$ cat src/rtl/pbus_arb.sv
// pbus_arb: two-master round-robin arbiter onto a single peripheral bus connector,
// one transaction in flight, with a wait-cycle timeout that aborts with a fault.
module pbus_arb #(
  parameter int TIMEOUT     = 255,
  parameter int XLEN        = 32,
  parameter int BUS_WIDTH   = 32,
  parameter int BUS_ACC_CNT = 4,
  localparam int AW = $clog2(BUS_ACC_CNT),
  localparam int CW = $clog2(TIMEOUT + 1)
) (
  input  logic                 clk,
  input  logic                 rst,
  input  logic                 m0_req,
  input  logic [XLEN-1:0]      m0_addr,
  input  logic                 m0_w_rb,
  input  logic [AW-1:0]        m0_acc,
  input  logic [BUS_WIDTH-1:0] m0_wdata,
  output logic                 m0_resp,
  output logic [BUS_WIDTH-1:0] m0_rdata,
  output logic                 m0_fault,
  input  logic                 m1_req,
  input  logic [XLEN-1:0]      m1_addr,
  input  logic                 m1_w_rb,
  input  logic [AW-1:0]        m1_acc,
  input  logic [BUS_WIDTH-1:0] m1_wdata,
  output logic                 m1_resp,
  output logic [BUS_WIDTH-1:0] m1_rdata,
  output logic                 m1_fault,
  output logic                 s_req,
  output logic [XLEN-1:0]      s_addr,
  output logic                 s_w_rb,
  output logic [AW-1:0]        s_acc,
  output logic [BUS_WIDTH-1:0] s_wdata,
  input  logic                 s_resp,
  input  logic [BUS_WIDTH-1:0] s_rdata,
  input  logic                 s_fault,
  input  logic                 s_bus_fault,
  output logic                 tmo,
  output logic                 busy
);
  typedef enum logic [1:0] {IDLE, ISSUE, WAIT, DONE} state_t;
  state_t               state;
  logic                 last;
  logic                 gnt;
  logic [CW-1:0]        cnt;
  logic [BUS_WIDTH-1:0] cap_rdata;
  logic                 win;
  logic                 in_issue;
  logic                 in_wait;
  logic                 hit;
  logic                 expire;
  logic                 flt;
  assign in_issue = state == ISSUE;
  assign in_wait  = state == WAIT;
  assign win      = (m0_req & m1_req) ? ~last : m1_req;
  // a decode miss only counts while the request is actually on the bus
  assign hit      = (in_issue | in_wait) & (s_resp | s_fault | (in_issue & s_bus_fault));
  assign expire   = in_wait & ~hit & (cnt == CW'(TIMEOUT - 1));
  assign flt      = expire | s_fault | (in_issue & s_bus_fault);
  assign s_req    = in_issue;
  assign busy     = state != IDLE;
  assign m0_rdata = cap_rdata;
  assign m1_rdata = cap_rdata;
  always_ff @(posedge clk) begin
    if (rst) begin
      state     <= IDLE;
      last      <= 1'b1;
      gnt       <= 1'b0;
      cnt       <= '0;
      s_addr    <= '0;
      s_w_rb    <= 1'b0;
      s_acc     <= '0;
      s_wdata   <= '0;
      cap_rdata <= '0;
      m0_resp   <= 1'b0;
      m1_resp   <= 1'b0;
      m0_fault  <= 1'b0;
      m1_fault  <= 1'b0;
      tmo       <= 1'b0;
    end else begin
      m0_resp  <= 1'b0;
      m1_resp  <= 1'b0;
      m0_fault <= 1'b0;
      m1_fault <= 1'b0;
      tmo      <= 1'b0;
      case (state)
        IDLE: if (m0_req | m1_req) begin
          gnt     <= win;
          last    <= win;
          s_addr  <= win ? m1_addr : m0_addr;
          s_w_rb  <= win ? m1_w_rb : m0_w_rb;
          s_acc   <= win ? m1_acc : m0_acc;
          s_wdata <= win ? m1_wdata : m0_wdata;
          state   <= ISSUE;
        end
        ISSUE: if (!hit) begin
          state <= WAIT;
          cnt   <= '0;
        end
        WAIT:    cnt   <= cnt + 1'b1;
        default: state <= IDLE;
      endcase
      if (hit | expire) begin
        state     <= DONE;
        cap_rdata <= expire ? '0 : s_rdata;
        m0_resp   <= ~gnt;
        m1_resp   <= gnt;
        m0_fault  <= ~gnt & flt;
        m1_fault  <= gnt & flt;
        tmo       <= expire;
      end
    end
  end
endmodule

$ cat config.mk
export PLATFORM = sky130hd
export DESIGN_NAME = pbus_arb
export DESIGN_NICKNAME = d
export VERILOG_FILES = /design/src/rtl/pbus_arb.sv
export SDC_FILE = /design/constraint.sdc
export NUM_CORES = 1
export LEC_CHECK = 0
export BUFFER_PORTS_ARGS = -buffer_cell sky130_fd_sc_hd__buf_2
export CORE_MARGIN = 3
export CORE_UTILIZATION = 40
export DETAILED_ROUTE_END_ITERATION = 10
export GPL_TIMING_DRIVEN = 0
export PLACE_DENSITY = 0.74
export SETUP_SLACK_MARGIN = 0.05
export SYNTH_ARGS = -nofsm -noshare
export SYNTH_HDL_FRONTEND = slang
export SYNTH_SLANG_ARGS = --single-unit
$ cat constraint.sdc
create_clock -name clk -period 5.05 [get_ports clk]
set_clock_uncertainty 0.15 [all_clocks]
set_input_delay 0.2525 -clock clk [delete_from_list [all_inputs] [get_ports clk]]
set_output_delay 0.2525 -clock clk [all_outputs]
set_load 0.05 [all_outputs]
==> results of run 1 <==
==> metrics by stage <==
stage | setup slack (ps) | cells | util [%] | hold WS (ps)
after CTS | 2900 | 1136 | 61.0 | 12.0
after global placement | 2940 | 1074 | 54.4 | 327
after global routing | 2740 | 1136 | 61.0 | 27.5
after floorplan | 2980 | 589 | - | 265
after detailed placement | 2930 | 1074 | 54.4 | 331
final | 2950 | 1136 | 61.0 | 30.8
==> worst min-delay path, stage by stage <==
cell and delay [ps]:
buf_2 90, mux2i_1 110, a211oi_1 80
==> routing by layer <==
metal | vias up | share of wire, %
met5 | - | 0
met4 | 0 | 2.6
met3 | 33 | 7.2
met2 | 269 | 52
met1 | 2666 | 38
li1 | 2871 | -
==> power groups by stage <==
stage,Sequential [uW],Clock (uW),Combinational (uW)
final,1390,1150,2970
after global routing,1420,1210,3170
after CTS,1390,1170,2980
after detailed placement,1400,0,2960
after global placement,1390,0,2940
after floorplan,2340,0,1310
==> cells in the final DEF (no fill, tap or decap), types with 2 or more instances in the layout <==
cell / netlist / layout
nor4_1: 2 / 2
a2111oi_4: 2 / 2
dfxtp_1: 116 / 116
a211oi_1: 69 / 69
buf_4: 37 / 37
or4_1: 2 / 2
nand2_1: 3 / 3
buf_1: 3 / 3
clkbuf_16: 0 / 17
ha_1: 5 / 5
nor2b_1: 3 / 3
nor2_1: 71 / 71
a21oi_1: 40 / 40
inv_1: 8 / 8
dlygate4sd3_1: 0 / 32
or2_2: 2 / 2
mux2i_1: 69 / 69
a31oi_1: 2 / 2
bufinv_16: 0 / 2
o221ai_1: 32 / 32
clkbuf_8: 0 / 3
nor4bb_1: 2 / 2
nor3b_1: 2 / 2
clkinv_2: 0 / 3
clkbuf_1: 37 / 42
o21ai_0: 7 / 7
buf_2: 10 / 319
buf_8: 3 / 3
nand3_1: 37 / 37
o31ai_1: 3 / 3
==> sequential cells by signal, indices dropped and copies added, names as in the netlist, 2 cells and up <==
| signal | cells |
|---|---|
| s_addr | 32 |
| s_acc | 2 |
| s_wdata | 32 |
| m0_rdata | 32 |
| state | 2 |
| cnt | 8 |
==> final cells by class <==
class / instances / area (um^2) / share of cell area, %
clock inverter: 5 / 75.1 / 0.922
sequential: 116 / 2320 / 28.5
tap: 176 / 220 / 2.71
inverter: 8 / 30.0 / 0.369
clock buffer: 25 / 485 / 5.96
buffer: 90 / 523 / 6.43
multi-input combinational: 375 / 2620 / 32.1
timing repair buffer: 341 / 1870 / 22.9
==> cells by family after synthesis <==
group | Yosys count | share of synthesized area (%)
adders and majority gates | 5 | 1.14
muxes | 69 | 12.6
AOI/OAI and AO/OA | 167 | 22.4
buffers and inverters | 98 | 10.1
DFF | 116 | 42.3
and+or+nand+nor | 134 | 11.6
==> worst paths after layout <==
check             cells after the start  slack (ps)            to
setup reg to reg                      7        2950  m0_rdata[12]
hold reg to reg                       1         340      m0_fault
hold / removal                        3          30   s_wdata[26]
setup / recovery                      7        2950  m0_rdata[12]
==> timing repair <==
item / CTS / global route
hold buffers: 32 / 0
endpoints found under the hold margin: 32 / 0
gates resized for setup: 0 / 0
==> results by group, run 1 <==
Synth
  • Synth Flop Type: dfxtp_1
  • Cell with the most instances after synthesis: dfxtp_1
  • Synth top area share: 42.3%
  • Asr flop ratio synth: 0%
  • Post-synthesis cell area: 5490 um^2
  • Synth top area cells: dfxtp_1 (42%), mux2i_1 (13%), a211oi_1 (9.4%)
  • Mapped Cells: 589
  • Synthesized area per cell: 9.32 um^2
  • Register area share after synthesis: 42.3%
  • Syn_nets: 767
  • Yosys warnings: 0
  • Post-synth top area cell: dfxtp_1
  • Yosys reg bits: 116
  • Post-synth top cells: dfxtp_1 (116), nor2_1 (71), a211oi_1 (69), mux2i_1 (69), a21oi_1 (40)
  • Distinct cells, synth: 47
  • Post-synth EDFFs: 0

Global route
  • Initial antenna violation count: 0
  • Largest net degree at the start of global routing: 17
  • Grt met3 use: 5.31%
  • GR Overflow Total: 0
  • GR peak layer: met2
  • Met1 Resource Use GR: 26.4%
  • Total GRT Usage: 23.1%
  • Met2 usage: 41.5%
  • Vias in the first global route: 5436
  • First-pass GRT wire length: 27.2 mm

Clock network
  • Num Clock Sinks: 116
  • CTS buffer count: 17
  • Root Driver: clkbuf_16
  • Clk Latency, worst-skew pair: 410 ps
  • CTS tree: yes
  • Setup bufs post-CTS: 0
  • Clock Pin Slew Worst Setup and Hold Paths: 50 ps
  • Max H-tree Level: 4
  • Clk buf depth: 2

Status
  • Outcome: completed

Critical path
  • RR Startpoint: state[0]
  • Startpoint class of the critical path: flop
  • Arrival @ worst endpoint: 2220 ps
  • Crit path buf inv count: 4
  • Crit end category: flop
  • Critical path's top delay family: buffers and inverters
  • Req. time, crit path: 5180 ps
  • Crit-path max cell delay: 360 ps
  • WS Path Type: flop to flop
  • Worst Setup SP: state[0]
  • Worst path slowest cell: dfxtp_1
  • Crit-path cells: inv_1 > ha_1 > clkbuf_1 > inv_1 > clkbuf_1 > o221ai_1 > a21oi_1
  • CP max FO: 10

Detailed routing
  • Antenna-violating nets left: 0
  • Drt drc: 0
  • Routed vias/inst: 5.14
  • WL final: 18.3 mm
  • Routed length per instance: 16.1 um
  • DR pass1 iterations: 4
  • Vias post-DR: 5839
  • DRT iter0 DRCs: 286

Floorplanning
  • Core ar.: 13300 um^2
  • # IOs: 311
  • Chip height: 123 um
  • Die area: 15200 um^2
  • # rows: 42
  • Die X: 123 um
  • Starting Density: 41.1%

Pwr
  • Sw power: 2750 uW
  • P per Cell Area: 677 nW/um^2
  • Total power: 5510 uW
  • Sw frac: 49.9%
  • Static Leakage: 0.00380 uW
  • VDD IR-drop max: 0.386 mV
  • Internal Pwr Total: 2760 uW
  • Reg power frac: 25.2%
  • Comb power frac: 54.0%
  • Clock Power Share: 20.8%

Timing
  • RSZ-0062 raised after global routing: no
  • Slew margin rel.: 57.4%
  • Fin crit share: 41.5%
  • Achievable Freq: 0.477 GHz
  • Slew Limit Fails: 0
  • Final hold viol count: 0
  • Setup TNS: 0 ps
  • Worst slew pin tran: 639 ps
  • Minimum clock period: 2100 ps
  • Endpoints failing setup: 0

Placement
  • Port bufs: 309
  • Placement Cell Area: 7260 um^2
  • HPWL after detailed placement: 13.8 mm
  • Gp weighted congestion: 0.837

Finish
  • Fillers: 1181
  • Area Overhead vs Synth: 48.2%
  • Post-route cell area: 8140 um^2
  • Layout cell share with drive strength beyond 1: 40.7%
  • Fin nets: 1127
  • ANT cells: 0

Run
  • Max cap viols: 0

Min path
  • Class of the worst hold path: primary input to flop
  • Hold_sp: m0_wdata[26]
Note: power is estimated with default switching activity, not from simulation.
==> inputs of run 2 (changes only) <==
Settings changed: ABC_AREA set to 1, CORE_UTILIZATION 40 to 39, PLACE_DENSITY 0.74 to 0.77.
Clock period 5.05 ns to 1.7 ns, I/O delays scaled along.
==> run 2 against run 1 <==
  * Via count grew 27%
  * Register-to-register slack lost 2900 ps
  * Synthesized cell count is 13% higher
  * Combinational power rose to 3.3 times the previous value
  * Largest power group unchanged
  * Worst hold slack better by 55 ps
  * Area after synthesis down 8.2%
  * Final cell count increased by 19%
  * Critical path type unchanged
  * Routed wire length grew 40%
  * Utilization grew 16 points
==> results by group, run 2 <==
Synth
  • Yosys reg bits: 116 (unchanged)
  • Synth top area cells: dfxtp_1 (46%), nand2_1 (15%), a31oi_1 (8.3%) (was dfxtp_1 (42%), mux2i_1 (13%), a211oi_1 (9.4%))
  • Yosys warnings: 0 (unchanged)
  • Register area share after synthesis: 46.1% (was 42.3%)
  • Post-synth top area cell: dfxtp_1 (unchanged)
  • Post-synth top cells: nand2_1 (196), dfxtp_1 (116), a31oi_1 (67), o21ai_0 (61), nand3_1 (42) (was dfxtp_1 (116), nor2_1 (71), a211oi_1 (69), mux2i_1 (69), a21oi_1 (40))
  • Synth Flop Type: dfxtp_1 (unchanged)
  • Post-synth EDFFs: 0 (unchanged)
  • Post-synthesis cell area: 5040 um^2 (was 5490 um^2)
  • Cell with the most instances after synthesis: nand2_1 (was dfxtp_1)
  • Asr flop ratio synth: 0% (unchanged)
  • Distinct cells, synth: 25 (was 47)
  • Syn_nets: 844 (was 767)
  • Synthesized area per cell: 7.57 um^2 (was 9.32 um^2)
  • Synth top area share: 46.1% (was 42.3%)
  • Mapped Cells: 666 (was 589)

Global route
  • Vias in the first global route: 7385 (was 5436)
  • First-pass GRT wire length: 38.9 mm (was 27.2 mm)
  • Initial antenna violation count: 1 (was 0)
  • Largest net degree at the start of global routing: 17 (unchanged)
  • Total GRT Usage: 34.1% (was 23.1%)
  • GR Overflow Total: 0 (unchanged)

Timing
  • Slew margin rel.: 61.5% (was 57.4%)
  • Worst slew pin tran: 578 ps (was 639 ps)
  • Setup ws final: 26.0 ps (was 2950 ps)
  • Minimum clock period: 1670 ps (was 2100 ps)
  • Fin crit share: 98.5% (was 41.5%)
  • Endpoints failing setup: 0 (unchanged)
  • Achievable Freq: 0.597 GHz (was 0.477 GHz)
  • Slew Limit Fails: 0 (unchanged)
  • Setup TNS: 0 ps (unchanged)
  • Final hold viol count: 0 (unchanged)
  • Worst hold slack: 86.3 ps (was 30.8 ps)
  • RSZ-0062 raised after global routing: yes (was no)

Detailed routing
  • Routed vias/inst: 5.47 (was 5.14)
  • Antenna-violating nets left: 0 (unchanged)
  • Routed length per instance: 18.9 um (was 16.1 um)
  • Vias post-DR: 7413 (was 5839)
  • Drt drc: 0 (unchanged)
  • WL final: 25.6 mm (was 18.3 mm)
  • DRT iter0 DRCs: 610 (was 286)
  • DR pass1 iterations: 8 (was 4)

Finish
  • Fillers: 753 (was 1181)
  • Multi-input logic area: 2280 um^2 (was 2620 um^2)
  • Area Overhead vs Synth: 87.1% (was 48.2%)
  • Util after Layout: 76.6% (was 61.0%)
  • Most common cell after layout, fill and taps aside: buf_2 (unchanged)
  • Storage cell area: 2330 um^2 (was 2320 um^2)
  • Post-route insts no fill: 1355 (was 1136)
  • Layout cell share with drive strength beyond 1: 37.8% (was 40.7%)
  • Fin nets: 1349 (was 1127)
  • Most frequent cells in the layout: buf_2 (311), nand2_1 (194), dlygate4sd3_1 (169) (was buf_2 (319), dfxtp_1 (116), nor2_1 (71))

Floorplanning
  • # rows: 40 (was 42)
  • Starting Density: 40.9% (was 41.1%)
  • Core ar.: 12300 um^2 (was 13300 um^2)
  • # IOs: 311 (unchanged)
  • Chip height: 120 um (was 123 um)
  • Die X: 120 um (was 123 um)
  • Die area: 14300 um^2 (was 15200 um^2)

Pwr
  • VDD IR-drop max: 0.991 mV (was 0.386 mV)
  • P per Cell Area: 1850 nW/um^2 (was 677 nW/um^2)
  • Static Leakage: 0.00464 uW (was 0.00380 uW)

Critical path
  • Crit end category: flop (unchanged)
  • Startpoint class of the critical path: flop (unchanged)
  • Req. time, crit path: 1870 ps (was 5180 ps)
  • WS Path Type: flop to flop (unchanged)
  • Arrival @ worst endpoint: 1840 ps (was 2220 ps)
  • CP max FO: 10 (unchanged)

Clock network
  • Max H-tree Level: 4 (unchanged)
  • Clk buf depth: 2 (unchanged)
  • Num Clock Sinks: 116 (unchanged)
  • Clk Latency, worst-skew pair: 410 ps (about the same)
  • Root Driver: clkbuf_16 (unchanged)
  • CTS tree: yes (unchanged)
  • CTS buffer count: 17 (unchanged)
  • Clock Pin Slew Worst Setup and Hold Paths: 50 ps (about the same)

Run
  • Max cap viols: 0 (unchanged)

Placement
  • Port bufs: 310 (was 309)
  • DP Worst Slack: -228 ps (was 2930 ps)
  • HPWL after detailed placement: 13.8 mm (about the same)
  • Gp weighted congestion: 0.895 (was 0.837)
  • Placed cells: 1144 (was 1074)

Status
  • Outcome: completed (unchanged)

Min path
  • Class of the worst hold path: primary input to flop (unchanged)
[run 2: per-layer routing]
| layer | GRT usage [%] | routed length (um) |
|---|---|---|
| met1 | 36.8 | 8660 |
| met4 | 25.6 | 2220 |
| met5 | 0 | 0 |
| met2 | 56.4 | 12000 |
| met3 | 10.1 | 2650 |
[run 2: worst max-delay path: stages, from the launching register on]
cell     delay [ps]
dfxtp_2         340
inv_2           110
ha_4            170
inv_2            50
nor2_4           90
buf_12          150
buf_6           150
o21ai_0         130
a31oi_1         240
[run 2: path summary, 6_finish.rpt]
path,startpoint,to,slack [ps],depth (start not counted)
min reg2reg,last,last,320,2
min,rst,state[0],90,3
max,state[1],s_addr[17],30,8
max reg2reg,state[1],s_addr[17],30,8
[run 2: timing repair]
item / 4_1_cts / 5_1_grt
pin swaps: 5 / 6
gates resized for setup: 29 / 80
hold buffers: 169 / 0
buffers inserted: 3 / 2
gates cloned: 0 / 2
endpoints found under the setup margin: 107 / 112
hold endpoints to repair: 104 / 0
[run 2: through the flow]
step                total power [uW]  area [um^2]
floorplan                      10600         5050
global placement               12700         6820
detailed placement             12700         6820
CTS                            16600         9180
global route                   18100         9430
finish                         17400         9430
[run 2: final cells by class]
class,instances,share of cell area (%)
sequential,116,24.7
inverter,20,0.902
tap,168,2.23
antenna,3,0.0796
multi-input combinational,450,24.2
buffer,81,6.78
timing repair buffer,485,35.2
clock inverter,4,0.478
clock buffer,28,5.37
[run 2: report_power, final]
group / switching [uW] / internal [uW]
clock: 1200 / 2160
sequential: 634 / 3640
combinational: 6950 / 2860
total: 8780 / 8660
[run 2: logic make-up (layout without fill, tap and decap cells)]
group	after synthesis	in the layout	share of synthesized area (%)
AND/OR/NAND/NOR	266	267	22.0
AO/OA/AOI/OAI	178	178	19.4
flip-flops	116	116	46.1
buffers and inverters	101	618	11.3
adder cells (fa/ha/maj)	5	5	1.24
other	0	3	0
